**src/rtl/div_tick_gen_pkg.sv**
```systemverilog
// -----------------------------------------------------------------------------
// div_pkg
// Shared constants and helpers for the divider / tick generator.
//   tap_idx_w()    : width of one channel's tap-select field for a given
//                    divider width ($clog2 of the width)
//   TAP_IDX_W      : tap-select width for the default 16-bit divider
//   SEQ_TAP_NORMAL : divider bit that clocks the frame sequencer at normal speed
//   SEQ_TAP_DOUBLE : divider bit that clocks it at double speed
// -----------------------------------------------------------------------------
package div_pkg;

   localparam int DIV_WIDTH_DEFAULT = 16;
   localparam int SEQ_TAP_NORMAL    = 12;
   localparam int SEQ_TAP_DOUBLE    = SEQ_TAP_NORMAL + 1;

   function automatic int tap_idx_w(input int div_width);
      return $clog2(div_width);
   endfunction

   localparam int TAP_IDX_W = tap_idx_w(DIV_WIDTH_DEFAULT);

endpackage

```
**src/rtl/div_tick_gen_if.sv**
```systemverilog
// -----------------------------------------------------------------------------
// div_tick_gen_if
// CPU-side register port of the divider.
//   div_wr  : write strobe, clears the divider
//   div_rd  : read strobe
//   dout    : top 8 bits of the divider
//   dout_oe : output enable, follows div_rd
// master = CPU side, slave = divider side.
// -----------------------------------------------------------------------------
interface div_tick_gen_if;

   logic       div_wr;
   logic       div_rd;
   logic [7:0] dout;
   logic       dout_oe;

   modport master (
      output div_wr,
      output div_rd,
      input  dout,
      input  dout_oe
   );

   modport slave (
      input  div_wr,
      input  div_rd,
      output dout,
      output dout_oe
   );

endinterface

```
**src/rtl/div_tick_gen_fall_edge_det.sv**
```systemverilog
// -----------------------------------------------------------------------------
// fall_edge_det
// Registers a level and flags the cycle in which it is seen dropping.
//   clk     : system clock
//   clr_i   : synchronous clear of the stored level
//   sig_i   : level to watch
//   pulse_o : high while the stored level is 1 and sig_i is 0
// The pulse is combinational from sig_i so it lines up with the first cycle
// the source shows the low level.
// -----------------------------------------------------------------------------
module fall_edge_det (
   input  logic clk,
   input  logic clr_i,
   input  logic sig_i,
   output logic pulse_o
);

   logic sig_q;

   always_ff @(posedge clk) begin
      if (clr_i) begin
         sig_q <= 1'b0;
      end else begin
         sig_q <= sig_i;
      end
   end

   assign pulse_o = sig_q & ~sig_i;

endmodule

```
**src/rtl/div_tick_gen.sv**
```systemverilog
// -----------------------------------------------------------------------------
// div_tick_gen
// Free-running divider with CPU read/clear, NUM_TAPS falling-edge tick
// channels, a frame-sequencer step counter and a reset stretcher.
//   clk        : system clock
//   reset      : synchronous, active-high
//   ce         : divider count enable
//   cpu        : CPU register port (div_wr clears, dout = top 8 bits)
//   tap_sel    : per-channel divider bit index, TAP_W bits per channel
//   tap_en     : per-channel enable
//   tick       : per-channel one-cycle pulse on a falling tapped bit
//   dbl        : double speed, sequencer watches bit SEQ_TAP+1
//   seq_step   : frame-sequencer step
//   seq_tick   : registered pulse in the cycle seq_step changes
//   nreset_out : active-low reset, held low RST_STRETCH cycles after reset
// DIV_WIDTH must be at least 9, SEQ_TAP+1 must be below DIV_WIDTH and
// RST_STRETCH must be at least 1.
// -----------------------------------------------------------------------------
module div_tick_gen
   import div_pkg::*;
#(
   parameter int DIV_WIDTH   = 16,
   parameter int NUM_TAPS    = 4,
   parameter int SEQ_TAP     = SEQ_TAP_NORMAL,
   parameter int SEQ_WIDTH   = 3,
   parameter int RST_STRETCH = 4,
   localparam int TAP_W      = tap_idx_w(DIV_WIDTH)
) (
   input  logic                      clk,
   input  logic                      reset,
   input  logic                      ce,
   div_tick_gen_if.slave             cpu,
   input  logic [NUM_TAPS*TAP_W-1:0] tap_sel,
   input  logic [NUM_TAPS-1:0]       tap_en,
   output logic [NUM_TAPS-1:0]       tick,
   input  logic                      dbl,
   output logic [SEQ_WIDTH-1:0]      seq_step,
   output logic                      seq_tick,
   output logic                      nreset_out
);

   // Index space reachable by a tap_sel field; indices past the divider
   // read the zero padding so an out-of-range channel never ticks.
   localparam int EXT_W  = 1 << TAP_W;
   localparam int RCNT_W = $clog2(RST_STRETCH + 1);
   localparam logic [RCNT_W-1:0] RCNT_MAX = RCNT_W'(RST_STRETCH);

   // ---------------------------------------------------------------- divider
   logic [DIV_WIDTH-1:0] div_cnt_q, div_cnt_d;

   always_comb begin
      div_cnt_d = div_cnt_q;
      if (cpu.div_wr) begin
         div_cnt_d = '0;               // CPU clear wins over counting
      end else if (ce) begin
         div_cnt_d = div_cnt_q + DIV_WIDTH'(1);
      end
   end

   always_ff @(posedge clk) begin
      if (reset) begin
         div_cnt_q <= '0;
      end else begin
         div_cnt_q <= div_cnt_d;
      end
   end

   assign cpu.dout    = div_cnt_q[DIV_WIDTH-1 -: 8];
   assign cpu.dout_oe = cpu.div_rd;

   logic [EXT_W-1:0] cnt_ext;

   always_comb begin
      cnt_ext                 = '0;
      cnt_ext[DIV_WIDTH-1:0]  = div_cnt_q;
   end

   // ---------------------------------------------------------- tick channels
   // Any drop of the gated level ticks, including a clear, an enable drop or
   // a select change away from a set bit; consumers rely on that behaviour.
   genvar gi;
   generate
      for (gi = 0; gi < NUM_TAPS; gi++) begin : g_ch
         logic [TAP_W-1:0] sel;
         logic             sig;

         assign sel = tap_sel[gi*TAP_W +: TAP_W];
         assign sig = tap_en[gi] & cnt_ext[sel];

         fall_edge_det u_edge (
            .clk     (clk),
            .clr_i   (reset),
            .sig_i   (sig),
            .pulse_o (tick[gi])
         );
      end
   endgenerate

   // -------------------------------------------------------- frame sequencer
   logic                 seq_sig;
   logic                 seq_fall;
   logic [SEQ_WIDTH-1:0] seq_step_q, seq_step_d;
   logic                 seq_tick_q;

   // Switching dbl can itself create a falling edge and advance the step.
   assign seq_sig = dbl ? div_cnt_q[SEQ_TAP+1] : div_cnt_q[SEQ_TAP];

   fall_edge_det u_seq_edge (
      .clk     (clk),
      .clr_i   (reset),
      .sig_i   (seq_sig),
      .pulse_o (seq_fall)
   );

   always_comb begin
      seq_step_d = seq_step_q;
      if (seq_fall) begin
         seq_step_d = seq_step_q + SEQ_WIDTH'(1);
      end
   end

   always_ff @(posedge clk) begin
      if (reset) begin
         seq_step_q <= '0;
         seq_tick_q <= 1'b0;
      end else begin
         seq_step_q <= seq_step_d;
         seq_tick_q <= seq_fall;
      end
   end

   assign seq_step = seq_step_q;
   assign seq_tick = seq_tick_q;

   // ---------------------------------------------------------- reset stretch
   logic [RCNT_W-1:0] rcnt_q, rcnt_d;
   logic              nreset_q;

   always_comb begin
      rcnt_d = rcnt_q;
      if (rcnt_q != RCNT_MAX) begin
         rcnt_d = rcnt_q + RCNT_W'(1);
      end
   end

   // Registered from the next count so nreset_out rises on the same edge
   // that the counter reaches RST_STRETCH.
   always_ff @(posedge clk) begin
      if (reset) begin
         rcnt_q   <= '0;
         nreset_q <= 1'b0;
      end else begin
         rcnt_q   <= rcnt_d;
         nreset_q <= (rcnt_d == RCNT_MAX);
      end
   end

   assign nreset_out = nreset_q;

endmodule

```
**src/flat_wrapper.sv**
```systemverilog
// flat-port wrapper written by rule: the top's interface ports become plain ports
module div_tick_gen_flat import div_pkg::*;
#(
   parameter int DIV_WIDTH   = 16,
   parameter int NUM_TAPS    = 4,
   parameter int SEQ_TAP     = SEQ_TAP_NORMAL,
   parameter int SEQ_WIDTH   = 3,
   parameter int RST_STRETCH = 4,
   localparam int TAP_W      = tap_idx_w(DIV_WIDTH)
)
  (clk, reset, ce, tap_sel, tap_en, tick, dbl, seq_step, seq_tick, nreset_out, cpu_div_wr, cpu_div_rd, cpu_dout, cpu_dout_oe);
  div_tick_gen_if cpu_i ();
  input  logic clk;
  input  logic reset;
  input  logic ce;
  input  logic [NUM_TAPS*TAP_W-1:0] tap_sel;
  input  logic [NUM_TAPS-1:0] tap_en;
  output logic [NUM_TAPS-1:0] tick;
  input  logic dbl;
  output logic [SEQ_WIDTH-1:0] seq_step;
  output logic seq_tick;
  output logic nreset_out;
  input wire logic [$bits(cpu_i.div_wr)-1:0] cpu_div_wr;
  input wire logic [$bits(cpu_i.div_rd)-1:0] cpu_div_rd;
  output wire logic [$bits(cpu_i.dout)-1:0] cpu_dout;
  output wire logic [$bits(cpu_i.dout_oe)-1:0] cpu_dout_oe;
  assign cpu_i.div_wr = cpu_div_wr;
  assign cpu_i.div_rd = cpu_div_rd;
  assign cpu_dout = cpu_i.dout;
  assign cpu_dout_oe = cpu_i.dout_oe;
  div_tick_gen #(.DIV_WIDTH(DIV_WIDTH), .NUM_TAPS(NUM_TAPS), .SEQ_TAP(SEQ_TAP), .SEQ_WIDTH(SEQ_WIDTH), .RST_STRETCH(RST_STRETCH)) u_core (.clk(clk), .reset(reset), .ce(ce), .cpu(cpu_i), .tap_sel(tap_sel), .tap_en(tap_en), .tick(tick), .dbl(dbl), .seq_step(seq_step), .seq_tick(seq_tick), .nreset_out(nreset_out));
endmodule
```
**config.mk**
```make
export PLATFORM = sky130hd
export DESIGN_NAME = div_tick_gen_flat
export DESIGN_NICKNAME = d
export VERILOG_FILES = /design/src/rtl/div_tick_gen_pkg.sv /design/src/rtl/div_tick_gen_if.sv /design/src/rtl/div_tick_gen_fall_edge_det.sv /design/src/rtl/div_tick_gen.sv /design/src/flat_wrapper.sv
export SDC_FILE = /design/constraint.sdc
export NUM_CORES = 1
export LEC_CHECK = 0
export BUFFER_PORTS_ARGS = -buffer_cell sky130_fd_sc_hd__buf_2
export CAP_MARGIN = 5
export CORE_MARGIN = 3
export CORE_UTILIZATION = 54
export DETAILED_ROUTE_END_ITERATION = 8
export MAX_ROUTING_LAYER = met4
export PLACE_DENSITY_LB_ADDON = 0.15
export SYNTH_ARGS = -nofsm -noshare
export SYNTH_HDL_FRONTEND = slang
export SYNTH_HIERARCHICAL = 1
export SYNTH_SLANG_ARGS = --single-unit
```
**constraint.sdc**
```tcl
create_clock -name clk -period 2.5 [get_ports clk]
set_input_delay 0.5 -clock clk [delete_from_list [all_inputs] [get_ports clk]]
set_output_delay 0.5 -clock clk [all_outputs]
set_load 0.03 [all_outputs]
```
==> key figures <==
Route
  • Vias: 1566
  • Post-route ant nets: 0
  • Routed wire per std cell: 14.1 um
  • Routed WL: 3.98 mm
  • TritonRoute pass-1 iters: 4
  • DR DRC count: 0
  • Initial drt markers: 80
  • Vias/cell: 5.53

GRT
  • Initial antenna violation count: 0
  • First-pass GRT wire length: 6.51 mm
  • Busiest layer in global routing: met2
  • Vias in the first global route: 1358
  • Gr usage total: 0.204
  • Met2 track demand over resource: 0.307
  • Largest net degree at the start of global routing: 19
  • Met1 global-route usage: 0.268
  • Met3 usage: 0.0462
  • Overflow after GRT: 0

Synth
  • Unique masters post-synth: 42
  • Async SR Flop Fraction: 0
  • Synth Cell Area: 0.00193 mm2
  • Seq cells post-synth: 29
  • Biggest area consumer among synthesized cells: dfxtp_1
  • Top-count cell post-synth: dfxtp_1
  • Post-synth EDFFs: 0
  • Top cells by area, synth: dfxtp_1 (30%), mux4_1 (5.5%), nand2_1 (5.3%)
  • Syn nets: 240
  • Post-Syn Instances: 210
  • Share of the synthesized area in the top cell type: 0.301
  • Most used flip-flop cell after synthesis: dfxtp_1
  • Post-synth top cells: dfxtp_1 (29), nand2_1 (27), nor2_1 (19)
  • Synthesized area per cell: 9.18 um2
  • Register area share after synthesis: 0.301
  • YS warnings: 6

Timing
  • Fin. Hold Viols: 0
  • Fin crit share: 0.953
  • Worst slew pin tran: 0.376 ns
  • Slew Limit Headroom: 0.749
  • Fmax: 420 MHz
  • Clock skew: 0.00819 ns
  • Setup violators final: 0
  • Unrepaired setup endpoints after global routing: no
  • Sum Neg Setup Slack: 0 ns
  • Pins Over Slew Limit: 0
  • Worst setup margin: 0.118 ns
  • Min Tclk post-route: 2.38 ns

Finish
  • Area grow syn2layout: 9.73%
  • Multi-input gate area: 0.00119 mm2
  • Filler cells: 311
  • Sequential Area: 587 um2
  • NumNets Final: 266
  • Diode count: 0
  • Share of layout cells above drive strength 1: 0.304

Critical path
  • Cells along the critical path: mux4_2 -> o211ai_1 -> o22ai_1 -> nor2b_1 -> buf_2
  • WP data required: 2.00 ns
  • Reg2Reg Setup Slack: 0.89 ns
  • Worst Path Arrival: 1.88 ns
  • Crit path max-delay cell type: mux4_2
  • Crit-path leading delay family: multiplexers
  • Startpoint Class: flip-flop
  • Worst-path fanout max: 7
  • CP Capture Type: primary output
  • Critical path's largest stage delay: 0.49 ns
  • WS Path Type: flip-flop to primary output
  • Crit path buffers/inverters: 1

Power and ir drop
  • Pwr per Cell Area: 413 mW/mm2
  • Peak supply drop: 0.000255 V
  • Static leakage: 0.852 nW

Placement
  • Dpl hpwl: 2.85 mm
  • Pre-CTS setup slack: 0.121 ns
  • Buffers on Ports: 41
  • Final estimated routing congestion in global placement: 0.817

Outcome
  • Run status: finished clean

Clock network
  • Clock Tree Buf Depth: 2
  • Clock transition at the registers of the reported paths: 0.10 ns
  • CTS Sinks: 29
  • Clock root cell: clkbuf_4
  • H-tree depth: 2
  • Latest clock arrival within the worst-skew pair: 0.34 ns
  • Total CTS buffers: 5
  • Post-CTS setup buffer count: 0
  • CTS tree: built

Floorplanning
  • Die width: 65.8 um
  • Rows: 21
  • Boundary Pins: 44
  • Initial core utilization: 0.569
  • Core area: 0.00339 mm2
  • Die area: 0.00432 mm2
  • Die height: 65.8 um

Hold path
  • Hold Crit Class: input port to flip-flop

Flow run
  • Total of max-cap violations: 0
[layout make-up]
cell class                      count  area share
Inverter                            6      0.0106
Multi-Input combinational cell    153       0.562
Tap cell                           46      0.0272
Clock buffer                        5      0.0177
Clock inverter                      3     0.00828
Sequential cell                    29       0.277
Timing Repair Buffer               41      0.0970
[where the power goes]
part	total (mW)	internal [mW]	switching, mW
Combinational	0.116	0.0549	0.0607
Clock	0.279	0.106	0.173
Sequential	0.479	0.472	0.00761
[cell families (layout without fill, tap and decap cells)]
group | after synthesis | in the layout | share of synthesized area
compound gates | 30 | 30 | 0.116
xor+xnor | 13 | 13 | 0.0591
fa+ha+maj | 4 | 4 | 0.0260
buf+inv | 28 | 55 | 0.0824
flops | 29 | 29 | 0.301
mux | 19 | 19 | 0.159
simple gates | 87 | 87 | 0.256
[metal layers]
metal,up-vias,wire (um)
met5,-,0
met2,46,1850
met1,712,1850
met3,5,221
li1,803,-
met4,0,61
[worst paths after layout]
kind / from / end / depth (start not counted)
max reg2reg: u_core/cnt_ext[3] / u_core/cnt_ext[15] / 4
max: u_core/cnt_ext[8] / tick[1] / 5
min reg2reg: u_core/seq_step[2] / u_core/seq_step[2] / 2
min: reset / u_core/g_ch[1].u_edge/sig_q / 2
[metrics by stage]
step                      power, mW  hold WS, ns  instance area [um2]  utilization  std cells
after floorplan               0.570        0.490                 1930            -        210
after global placement        0.606        0.494                 2050        0.606        275
after detailed placement      0.606        0.493                 2050        0.606        275
after CTS                     0.885        0.505                 2110        0.622        283
after global routing          0.918        0.522                 2120        0.624        283
final                         0.874        0.512                 2120        0.624        283
[placed cells by master, fill, tap and decap left out, types with 4 or more instances in the layout]
cell type / netlist / layout
clkbuf_4: 0 / 5
mux2i_1: 10 / 10
nand2_1: 27 / 27
nor2b_2: 5 / 5
mux4_1: 4 / 4
mux4_2: 4 / 4
o22ai_1: 4 / 4
nor2_1: 19 / 19
o2111ai_1: 8 / 8
ha_1: 4 / 4
nor2b_1: 11 / 11
o211ai_1: 8 / 8
inv_1: 6 / 6
dfxtp_2: 0 / 5
buf_2: 8 / 41
dfxtp_1: 29 / 24
xor2_1: 4 / 4
nor3_1: 4 / 4
xnor2_1: 9 / 9
nand2b_1: 4 / 4
[flip-flops by register name (all words and copies together), names as in the netlist]
name                      count
u_core/cnt_ext               16
u_core/g_ch.u_edge/sig_q      4
u_core/nreset_out             1
u_core/rcnt_q                 3
u_core/seq_step               3
u_core/seq_tick               1
u_core/u_seq_edge/sig_q       1
[repair_timing]
action	CTS	global route
setup endpoints to repair	0	4
gates resized for setup	0	5
hold buffers	0	0
Note: power is estimated with default switching activity, not from simulation.
